[src/rtl/mem_port_arbiter_if.sv]
// ---------------------------------------------------------------------------
// mem_port_arbiter_if
//   Bundles the requester handshakes (instruction fetch and load/store) and
//   the single-port memory macro bus used by mem_port_arbiter.
//
//   Fetch side : IfReq, IfAddr        -> IfAck, IfRData
//   Data side  : DReq, DWrite, DSize,
//                DUnsigned, DAddr,
//                DWData               -> DAck, DRData, DErr
//   Memory side: MemRData             -> MemEn, MemWe, MemAddr,
//                                        MemByteEn, MemWData
//
//   master : arbiter view (drives acks, read data and the memory strobes)
//   slave  : environment view (requesters plus memory macro)
// ---------------------------------------------------------------------------
interface mem_port_arbiter_if;
    logic        IfReq;
    logic [31:0] IfAddr;
    logic        IfAck;
    logic [31:0] IfRData;

    logic        DReq;
    logic        DWrite;
    logic [1:0]  DSize;
    logic        DUnsigned;
    logic [31:0] DAddr;
    logic [31:0] DWData;
    logic        DAck;
    logic [31:0] DRData;
    logic        DErr;

    logic        MemEn;
    logic        MemWe;
    logic [31:0] MemAddr;
    logic [3:0]  MemByteEn;
    logic [31:0] MemWData;
    logic [31:0] MemRData;

    modport master (
        input  IfReq, IfAddr,
        input  DReq, DWrite, DSize, DUnsigned, DAddr, DWData,
        input  MemRData,
        output IfAck, IfRData,
        output DAck, DRData, DErr,
        output MemEn, MemWe, MemAddr, MemByteEn, MemWData
    );

    modport slave (
        output IfReq, IfAddr,
        output DReq, DWrite, DSize, DUnsigned, DAddr, DWData,
        output MemRData,
        input  IfAck, IfRData,
        input  DAck, DRData, DErr,
        input  MemEn, MemWe, MemAddr, MemByteEn, MemWData
    );
endinterface

[src/rtl/mem_port_arbiter.sv]
// ---------------------------------------------------------------------------
// mem_port_arbiter
//   Shares one single-port, fixed-latency memory between instruction fetch
//   (IF) and the load/store stage (D). Each access runs
//   IDLE (arbitrate) -> ISSUE (MemEn) -> [WAIT] -> RESP (Ack).
//   Generates byte enables / lane-placed store data for byte, half and word
//   stores and sign/zero-extends load data.
//
//   Clk   : rising-edge clock
//   Reset : synchronous, active-high; drops any in-flight access
//   bus   : mem_port_arbiter_if.master (requester handshakes + memory bus)
//
//   Parameters
//     MEM_LATENCY  : cycles from MemEn to valid MemRData (1..7)
//     STARVE_LIMIT : D wins this many consecutive contested arbitrations
//                    before IF is forced through (1..15)
// ---------------------------------------------------------------------------
module mem_port_arbiter #(
    parameter int unsigned MEM_LATENCY  = 1,
    parameter int unsigned STARVE_LIMIT = 4
) (
    input  logic               Clk,
    input  logic               Reset,
    mem_port_arbiter_if.master bus
);

    typedef enum logic [1:0] {IDLE, ISSUE, WAIT, RESP} state_t;

    localparam logic [2:0] WAIT_INIT = 3'(MEM_LATENCY - 1);
    localparam logic [3:0] STARVE_LIM = 4'(STARVE_LIMIT);

    state_t      state_q, state_d;
    logic [2:0]  wait_q, wait_d;
    logic [3:0]  starve_q, starve_d;
    logic        err_q, err_d;
    logic        sel_d_q, sel_d_d;      // current access belongs to D
    logic        we_q, we_d;
    logic [1:0]  size_q, size_d;
    logic        uns_q, uns_d;
    logic [31:0] addr_q, addr_d;
    logic [31:0] wdata_q, wdata_d;
    logic [31:0] if_rdata_q, if_rdata_d;
    logic [31:0] d_rdata_q, d_rdata_d;

    logic        d_req_eff, if_wins, d_wins, d_bad;
    logic [3:0]  be;
    logic [31:0] wplace;
    logic [3:0][7:0] rd_lanes;
    logic [7:0]  rd_byte;
    logic [15:0] rd_half;
    logic [31:0] load_ext;

    // D is still asserting its request during the cycle its DErr is shown;
    // masking it there keeps the same bad request from being re-granted.
    assign d_req_eff = bus.DReq & ~err_q;
    assign if_wins   = bus.IfReq & (~d_req_eff | (starve_q >= STARVE_LIM));
    assign d_wins    = d_req_eff & ~if_wins;
    assign d_bad     = (bus.DSize == 2'b11) ||
                       (bus.DSize == 2'b01 && bus.DAddr[0]) ||
                       (bus.DSize == 2'b10 && bus.DAddr[1:0] != 2'b00);

    // Byte enables and store lane placement from the latched operands.
    // Fetches latch size=word, so they always read all four lanes.
    always_comb begin
        be     = 4'b1111;
        wplace = wdata_q;
        case (size_q)
            2'b00: begin
                be     = 4'b0001 << addr_q[1:0];
                wplace = {4{wdata_q[7:0]}};
            end
            2'b01: begin
                be     = 4'b0011 << {addr_q[1], 1'b0};
                wplace = {2{wdata_q[15:0]}};
            end
            default: ;
        endcase
    end

    // Load extraction and extension.
    assign rd_lanes = bus.MemRData;
    assign rd_byte  = rd_lanes[addr_q[1:0]];
    assign rd_half  = addr_q[1] ? bus.MemRData[31:16] : bus.MemRData[15:0];

    always_comb begin
        load_ext = bus.MemRData;
        case (size_q)
            2'b00:   load_ext = {{24{~uns_q & rd_byte[7]}}, rd_byte};
            2'b01:   load_ext = {{16{~uns_q & rd_half[15]}}, rd_half};
            default: ;
        endcase
    end

    always_comb begin
        state_d    = state_q;
        wait_d     = wait_q;
        starve_d   = starve_q;
        err_d      = 1'b0;
        sel_d_d    = sel_d_q;
        we_d       = we_q;
        size_d     = size_q;
        uns_d      = uns_q;
        addr_d     = addr_q;
        wdata_d    = wdata_q;
        if_rdata_d = if_rdata_q;
        d_rdata_d  = d_rdata_q;

        if (!bus.IfReq) starve_d = 4'd0;

        case (state_q)
            IDLE: begin
                if (if_wins) begin
                    starve_d = 4'd0;
                    sel_d_d  = 1'b0;
                    we_d     = 1'b0;
                    size_d   = 2'b10;
                    uns_d    = 1'b0;
                    addr_d   = bus.IfAddr;
                    wdata_d  = 32'd0;
                    state_d  = ISSUE;
                end else if (d_wins) begin
                    if (bus.IfReq && starve_q != 4'hF) starve_d = starve_q + 4'd1;
                    // A bad request still consumes its grant; it just never
                    // reaches the memory.
                    if (d_bad) begin
                        err_d = 1'b1;
                    end else begin
                        sel_d_d = 1'b1;
                        we_d    = bus.DWrite;
                        size_d  = bus.DSize;
                        uns_d   = bus.DUnsigned;
                        addr_d  = bus.DAddr;
                        wdata_d = bus.DWData;
                        state_d = ISSUE;
                    end
                end
            end
            ISSUE: begin
                if (we_q) begin
                    state_d = RESP;
                end else begin
                    wait_d  = WAIT_INIT;
                    state_d = WAIT;
                end
            end
            // Reads stay here MEM_LATENCY cycles; the last one is the cycle
            // MemRData is valid, so the capture lands on its closing edge and
            // Ack + data appear together in RESP.
            WAIT: begin
                if (wait_q == 3'd0) begin
                    if (sel_d_q) d_rdata_d  = load_ext;
                    else         if_rdata_d = load_ext;
                    state_d = RESP;
                end else begin
                    wait_d = wait_q - 3'd1;
                end
            end
            RESP:    state_d = IDLE;
            default: state_d = IDLE;
        endcase
    end

    always_ff @(posedge Clk) begin
        if (Reset) begin
            state_q    <= IDLE;
            wait_q     <= 3'd0;
            starve_q   <= 4'd0;
            err_q      <= 1'b0;
            sel_d_q    <= 1'b0;
            we_q       <= 1'b0;
            size_q     <= 2'b00;
            uns_q      <= 1'b0;
            addr_q     <= 32'd0;
            wdata_q    <= 32'd0;
            if_rdata_q <= 32'd0;
            d_rdata_q  <= 32'd0;
        end else begin
            state_q    <= state_d;
            wait_q     <= wait_d;
            starve_q   <= starve_d;
            err_q      <= err_d;
            sel_d_q    <= sel_d_d;
            we_q       <= we_d;
            size_q     <= size_d;
            uns_q      <= uns_d;
            addr_q     <= addr_d;
            wdata_q    <= wdata_d;
            if_rdata_q <= if_rdata_d;
            d_rdata_q  <= d_rdata_d;
        end
    end

    // Memory bus is only non-zero in ISSUE so idle cycles present a clean 0.
    assign bus.MemEn     = (state_q == ISSUE);
    assign bus.MemWe     = (state_q == ISSUE) & we_q;
    assign bus.MemAddr   = (state_q == ISSUE) ? {addr_q[31:2], 2'b00} : 32'd0;
    assign bus.MemByteEn = (state_q == ISSUE) ? be : 4'd0;
    assign bus.MemWData  = ((state_q == ISSUE) && we_q) ? wplace : 32'd0;

    assign bus.IfAck   = (state_q == RESP) & ~sel_d_q;
    assign bus.DAck    = (state_q == RESP) &  sel_d_q;
    assign bus.DErr    = err_q;
    assign bus.IfRData = if_rdata_q;
    assign bus.DRData  = d_rdata_q;

endmodule

[src/flat_wrapper.sv]
// flat-port wrapper written by rule: the top's interface ports become plain ports
module mem_port_arbiter_flat 
#(
    parameter int unsigned MEM_LATENCY  = 1,
    parameter int unsigned STARVE_LIMIT = 4
)
  (Clk, Reset, bus_IfReq, bus_IfAddr, bus_DReq, bus_DWrite, bus_DSize, bus_DUnsigned, bus_DAddr, bus_DWData, bus_MemRData, bus_IfAck, bus_IfRData, bus_DAck, bus_DRData, bus_DErr, bus_MemEn, bus_MemWe, bus_MemAddr, bus_MemByteEn, bus_MemWData);
  mem_port_arbiter_if bus_i ();
  input  logic Clk;
  input  logic Reset;
  input wire logic [$bits(bus_i.IfReq)-1:0] bus_IfReq;
  input wire logic [$bits(bus_i.IfAddr)-1:0] bus_IfAddr;
  input wire logic [$bits(bus_i.DReq)-1:0] bus_DReq;
  input wire logic [$bits(bus_i.DWrite)-1:0] bus_DWrite;
  input wire logic [$bits(bus_i.DSize)-1:0] bus_DSize;
  input wire logic [$bits(bus_i.DUnsigned)-1:0] bus_DUnsigned;
  input wire logic [$bits(bus_i.DAddr)-1:0] bus_DAddr;
  input wire logic [$bits(bus_i.DWData)-1:0] bus_DWData;
  input wire logic [$bits(bus_i.MemRData)-1:0] bus_MemRData;
  output wire logic [$bits(bus_i.IfAck)-1:0] bus_IfAck;
  output wire logic [$bits(bus_i.IfRData)-1:0] bus_IfRData;
  output wire logic [$bits(bus_i.DAck)-1:0] bus_DAck;
  output wire logic [$bits(bus_i.DRData)-1:0] bus_DRData;
  output wire logic [$bits(bus_i.DErr)-1:0] bus_DErr;
  output wire logic [$bits(bus_i.MemEn)-1:0] bus_MemEn;
  output wire logic [$bits(bus_i.MemWe)-1:0] bus_MemWe;
  output wire logic [$bits(bus_i.MemAddr)-1:0] bus_MemAddr;
  output wire logic [$bits(bus_i.MemByteEn)-1:0] bus_MemByteEn;
  output wire logic [$bits(bus_i.MemWData)-1:0] bus_MemWData;
  assign bus_i.IfReq = bus_IfReq;
  assign bus_i.IfAddr = bus_IfAddr;
  assign bus_i.DReq = bus_DReq;
  assign bus_i.DWrite = bus_DWrite;
  assign bus_i.DSize = bus_DSize;
  assign bus_i.DUnsigned = bus_DUnsigned;
  assign bus_i.DAddr = bus_DAddr;
  assign bus_i.DWData = bus_DWData;
  assign bus_i.MemRData = bus_MemRData;
  assign bus_IfAck = bus_i.IfAck;
  assign bus_IfRData = bus_i.IfRData;
  assign bus_DAck = bus_i.DAck;
  assign bus_DRData = bus_i.DRData;
  assign bus_DErr = bus_i.DErr;
  assign bus_MemEn = bus_i.MemEn;
  assign bus_MemWe = bus_i.MemWe;
  assign bus_MemAddr = bus_i.MemAddr;
  assign bus_MemByteEn = bus_i.MemByteEn;
  assign bus_MemWData = bus_i.MemWData;
  mem_port_arbiter #(.MEM_LATENCY(MEM_LATENCY), .STARVE_LIMIT(STARVE_LIMIT)) u_core (.Clk(Clk), .Reset(Reset), .bus(bus_i));
endmodule
[config.mk]
export PLATFORM = sky130hd
export DESIGN_NAME = mem_port_arbiter_flat
export DESIGN_NICKNAME = d
export VERILOG_FILES = /design/src/rtl/mem_port_arbiter_if.sv /design/src/rtl/mem_port_arbiter.sv /design/src/flat_wrapper.sv
export SDC_FILE = /design/constraint.sdc
export NUM_CORES = 1
export LEC_CHECK = 0
export BUFFER_PORTS_ARGS = -buffer_cell sky130_fd_sc_hd__buf_2
export CAP_MARGIN = 30
export CORE_MARGIN = 2
export CORE_UTILIZATION = 51
export CTS_BUF_LIST = sky130_fd_sc_hd__clkbuf_8
export DETAILED_ROUTE_END_ITERATION = 6
export PLACE_DENSITY_LB_ADDON = 0.05
export SLEW_MARGIN = 25
export SYNTH_ARGS = -nofsm -noshare
export SYNTH_HDL_FRONTEND = slang
export SYNTH_SLANG_ARGS = --single-unit
[constraint.sdc]
create_clock -name Clk -period 2.3 [get_ports Clk]
set_input_delay 0.46 -clock Clk [delete_from_list [all_inputs] [get_ports Clk]]
set_output_delay 0.46 -clock Clk [all_outputs]
set_load 0.1 [all_outputs]
Word level (Yosys, flattened, before mapping)
Index checks and enable logic that the tools add are counted.
{ "op_classes": {"multipliers": 0, "add_sub_neg": 2, "div_mod_pow": 0, "reduce_logical": 18, "n_eq_ne": 14, "muxes": 42, "n_shift": 2, "order_cmp": 2, "n_bitwise": 16} }
{ "op_table": {"columns": ["cell", "n"], "rows": [
  ["32-bit two-way mux", 8],
  ["32-bit one-hot mux with 2 select lines", 2],
  ["4-bit two-way mux", 6],
  ["8-bit binary-select mux with 2-bit select", 1],
  ["16-bit two-way mux", 1],
  ["3-bit AND reduction", 5],
  ["2-bit two-way mux", 7],
  ["1-bit two-way mux", 11],
  ["1-bit bitwise AND", 8],
  ["2-bit equality test, second input constant", 4],
  ["8-bit two-way mux", 1],
  ["2-bit one-hot mux with 4 select lines", 1],
  ["4-bit one-hot mux with 2 select lines", 1],
  ["1-bit NOT", 7],
  ["2-bit by 1-bit equality test with 1-bit output, second input constant", 3],
  ["3-bit two-way mux", 2],
  ["3-bit one-hot mux with 2 select lines", 1],
  ["2-bit nonzero test", 3],
  ["4-bit by 1-bit adder with 4-bit output, second input constant", 1],
  ["4-bit by 3-bit greater-or-equal comparator with 1-bit output, second input constant", 1],
  ["1-bit logical AND", 4],
  ["2-bit logical NOT", 2],
  ["2-bit by 1-bit != test with 1-bit output, second input constant", 2],
  ["2-bit != test, second input constant", 2],
  ["11 further kinds", 12]
]} }
{ "totals": {"reg_bits": 143, "latch_bits": 0, "input_bits": 136, "rom_bits": 0, "memories": 0, "mem_bits_rw": 0, "output_inout_bits": 137, "elab_cells": 108} }

Logic depth before layout (Yosys ltp)
{ "depth": {"word_depth": 10, "ltp_mapped": 9} }

Worst setup path before layout
OpenSTA, ideal clock, no wires.
{ "synth_path": {"path_kind": "reg2out", "from": "reg u_core.state_q[1]", "to": "out bus_MemWData[12]", "t_required_ns": 1.840, "path_slack_ns": -1.533, "stages_incl_launch_ff": 7, "arrival_ns": 3.373, "cell_sequence": "dfxtp_1 -> inv_1 -> ha_1 -> nand2_1 -> clkbuf_1 -> clkbuf_1 -> a21oi_1"} }
{ "synth_via": {"elab_chain_cells": 3} }
{ "synth_rtl": {"columns": ["item", "line_no", "text"], "rows": [
  ["start, declared", "mem_port_arbiter.sv:32", "state_t state_q, state_d;"],
  ["start signal, assigned", "mem_port_arbiter.sv:178", "state_q <= state_d;"],
  ["2-bit by 1-bit equality test with 1-bit output", null, null],
  ["net bus_MemEn", "flat_wrapper.sv:25", "output wire logic [$bits(bus_i.MemEn)-1:0] bus_MemEn;"],
  ["1-bit logical AND", "mem_port_arbiter.sv:198", "assign bus.MemWData = ((state_q == ISSUE) && we_q) ? wplace : 32'd0;"],
  ["32-bit two-way mux", "mem_port_arbiter.sv:198", null],
  ["end, declared", "flat_wrapper.sv:29", "output wire logic [$bits(bus_i.MemWData)-1:0] bus_MemWData;"]
]} }
The timed path passes the listed nets, and every way through them passes these cells.

Worst setup path after layout
{ "layout_path": {"from": "reg u_core.size_q[0]", "to": "out bus_MemWData[13]"} }
{ "layout_via": {"elab_chain_cells": 3} }
{ "layout_rtl": {"columns": ["item", "line_no", "text"], "rows": [
  ["start, declared", "mem_port_arbiter.sv:38", "logic [1:0] size_q, size_d;"],
  ["start signal, assigned", "mem_port_arbiter.sv:184", "size_q <= size_d;"],
  ["2-bit by 1-bit equality test with 1-bit output / 2-bit logical NOT (equally long branches)", "mem_port_arbiter.sv:67", "case (size_q)"],
  ["32-bit one-hot mux with 2 select lines *", "mem_port_arbiter.sv:67", null],
  ["32-bit two-way mux *", "mem_port_arbiter.sv:198", null]
]} }
Mark *: on every way between the ends. The rest lies on a longest branch, timed or not.

==> impl_metrics.yaml <==
pwr:
  irDropWorstVdd_mv: 0.673
  powerDensity_nw_per_um2: 1210
  leakage_nw: 4.30
sta:
  fin_crit_ns: 2.27
  setup-tns-final_ns: 0
  worstMarginPinSlew_ns: 0.854
  fmax_ghz: 0.441
  finClkSkew_ns: 0.0130
  timing.final.crit_share_pct: 98.6
  hold_violations: 0
  slew_headroom_pct: 43.1
  slew_viol_final: 0
  final-setup-viol-count: 0
  rsz0062_at_grt: "true"
synth:
  synth-seq-cells: 143
  async_reset_ff_share_pct: 0
  avgSynthCellArea_um2: 8.65
  synth_area_um2: 7140
  netlist.area_leader.share_pct: 40.1
  synthesis.instances: 825
  yosysWarnings: 0
  ys.flop_type: "dfxtp_1"
  seq_area_frac_synth_pct: 40.1
  netlist.top_cell.by_area: "dfxtp_1"
  synth.most_common_cell: "dfxtp_1"
  yosys-top-cells-count: "143 x dfxtp_1, 68 x nor2_1, 64 x a211oi_1, 53 x a21oi_1, 52 x clkbuf_1"
  synth_edf_count: 0
  yosys-top-cells-area: "dfxtp_1 40%, a211oi_1 6.7%, a22o_1 5.3%"
  ys_types: 59
clocking:
  cts_buffers: 17
  numClockSinks: 143
  htreeDepth: 4
  clock_latency_ns: 0.46
  cts_tree: "done"
  ctsHoldBuffers: 0
  cts.path.max_buffers: 2
  clk_pin_slew_ns: 0.08
  cts_root_buf: "clkbuf_8"
global_routing:
  grt_pass1_wl_um: 35600
  grtUsageMet2_pct: 49.4
  grt-busiest-layer: "met2"
  track_usage_pct: 30.4
  grt_pass1_vias: 6671
  overflow: 0
  grt_max_degree: 72
  antenna_found_initial: 0
  use_met3_pct: 9.11
  use_met1_pct: 39.0
detailed_routing:
  ant_nets: 0
  via_per_inst: 5.82
  avgRoutedWirePerCell_um: 18.7
  wirelength_um: 23600
  num_vias: 7345
  drtIter0Drc: 511
  drt_pass1_iterations: 5
  drc: 0
job:
  cap_violations: 0
cells_and_area:
  area_growth_pct: 41.9
  n_antenna_cell: 0
  fin_cells: 1262
  final_nets: 1214
  drive_gt1_share_pct: 37.6
hold_path:
  hold_path_class: "in2reg"
critical_path:
  worstPathRequired_ns: 1.84
  end_kind: "output port"
  startpoint_type: "flip-flop"
  worstPathMaxFanout: 9
  critPathKind: "reg2out"
  critPathArrivalTime_ns: 1.81
floorplan:
  initial_core_util_pct: 51.8
  std_cell_rows: 43
  die_x_um: 122
  die_y_um: 122
  io_pins: 273
  core_um2: 13800
  die_area_um2: 15000
place:
  port_buffers: 270
  dp_hpwl_um: 16200
  place_inst: 1224
  place_congestion: 0.857
status:
  outcome: "finished, final reports clean"
-- through the flow --
stage / total power (W) / hold WS, ns / instance area (um^2) / util, % / setup WS [ns]
4_1_cts: 0.0122 / 0.190 / 10000 / 72.9 / -0.0130
2_1_floorplan: 0.00830 / 0.429 / 7420 / - / -0.0317
5_1_grt: 0.0128 / 0.185 / 10100 / 73.6 / -0.0452
3_3_place_gp: 0.00978 / 0.439 / 9490 / 68.9 / 0.0659
6_report: 0.0123 / 0.206 / 10100 / 73.6 / 0.0325
3_5_place_dp: 0.00984 / 0.443 / 9490 / 68.9 / 0.0776
-- registers in the layout, summed over array words and instances, names as in the netlist --
signal and count:
u_core.bus.DErr 1, u_core.state_q 2, u_core.wait_q 3, u_core.addr_q 32, u_core.bus.DRData 32, u_core.starve_q 4
u_core.we_q 1, u_core.size_q 2, u_core.bus.IfRData 32, u_core.wdata_q 32, u_core.uns_q 1, u_core.sel_d_q 1
-- report_power, final --
group          switching [W]  internal [W]  total [W]
combinational        0.00483       0.00180    0.00663
clock               0.000981       0.00130    0.00228
sequential          0.000370       0.00301    0.00338
total                0.00618       0.00611     0.0123
-- cell families (layout without fill, tap and decap cells) --
kind of cell             after synthesis  in the layout  synth area share, %
other                                  1              2               0.0525
multiplexers                          27             27                 4.05
AO/OA/AOI/OAI                        300            300                 31.0
AND/OR/NAND/NOR                      223            223                 16.1
adder cells (fa/ha/maj)                8              8                 1.40
buffers and inverters                123            379                 7.31
flip-flops                           143            143                 40.1
-- worst max-delay path: stages (launching register included) --
cell and delay [ns]:
dfxtp_4 0.39, nor2_2 0.40, nand2_1 0.17, a21oi_4 0.19, buf_12 0.19
-- layer usage --
| layer | share of wire (%) | routed length, um | up-vias |
|---|---|---|---|
| met5 | 0 | 0 | - |
| met1 | 42 | 9870 | 3464 |
| met3 | 8.7 | 2060 | 31 |
| li1 | - | - | 3516 |
| met2 | 48 | 11200 | 334 |
| met4 | 1.9 | 437 | 0 |
-- final timing paths --
check                     startpoint            endpoint  slack, ns  depth (start not counted)
hold / removal         bus_DUnsigned        u_core.uns_q       0.21                          2
setup reg to reg  u_core.starve_q[2]  u_core.wdata_q[30]       0.16                          4
setup / recovery    u_core.size_q[0]    bus_MemWData[13]       0.03                          4
hold reg to reg     u_core.addr_q[6]    u_core.addr_q[6]       0.46                          2
-- repair_timing --
item,in CTS,in global routing
resized for setup,33,12
cloned,0,2
endpoints found under the setup margin,54,34
pin swaps,0,0
buffers inserted,2,3
-- cell type report --
| class | count | area, um^2 |
|---|---|---|
| flip-flops and latches | 143 | 2870 |
| repair buffers | 306 | 2380 |
| repair inverters | 1 | 5.00 |
| clock inverters | 13 | 196 |
| multi-input cells | 560 | 4050 |
| clock buffers | 18 | 248 |
| fillers | 1091 | 3640 |
| inverters | 41 | 158 |
| well taps | 180 | 225 |
-- layout by cell type (no fill, tap or decap), drive strengths merged, types with 6 or more instances in the layout --
master and count:
buf 303, dfxtp 143, nor2 68, a211oi 64, a21oi 53, a22o 43, inv 42, and3 42
nand2 41, and2 36, o21ai 36, a21boi 32, a2111oi 32, mux2i 21, clkbuf 21, ha 8
a22oi 7, nand3 6
Power figures use the tool's default switching activity.
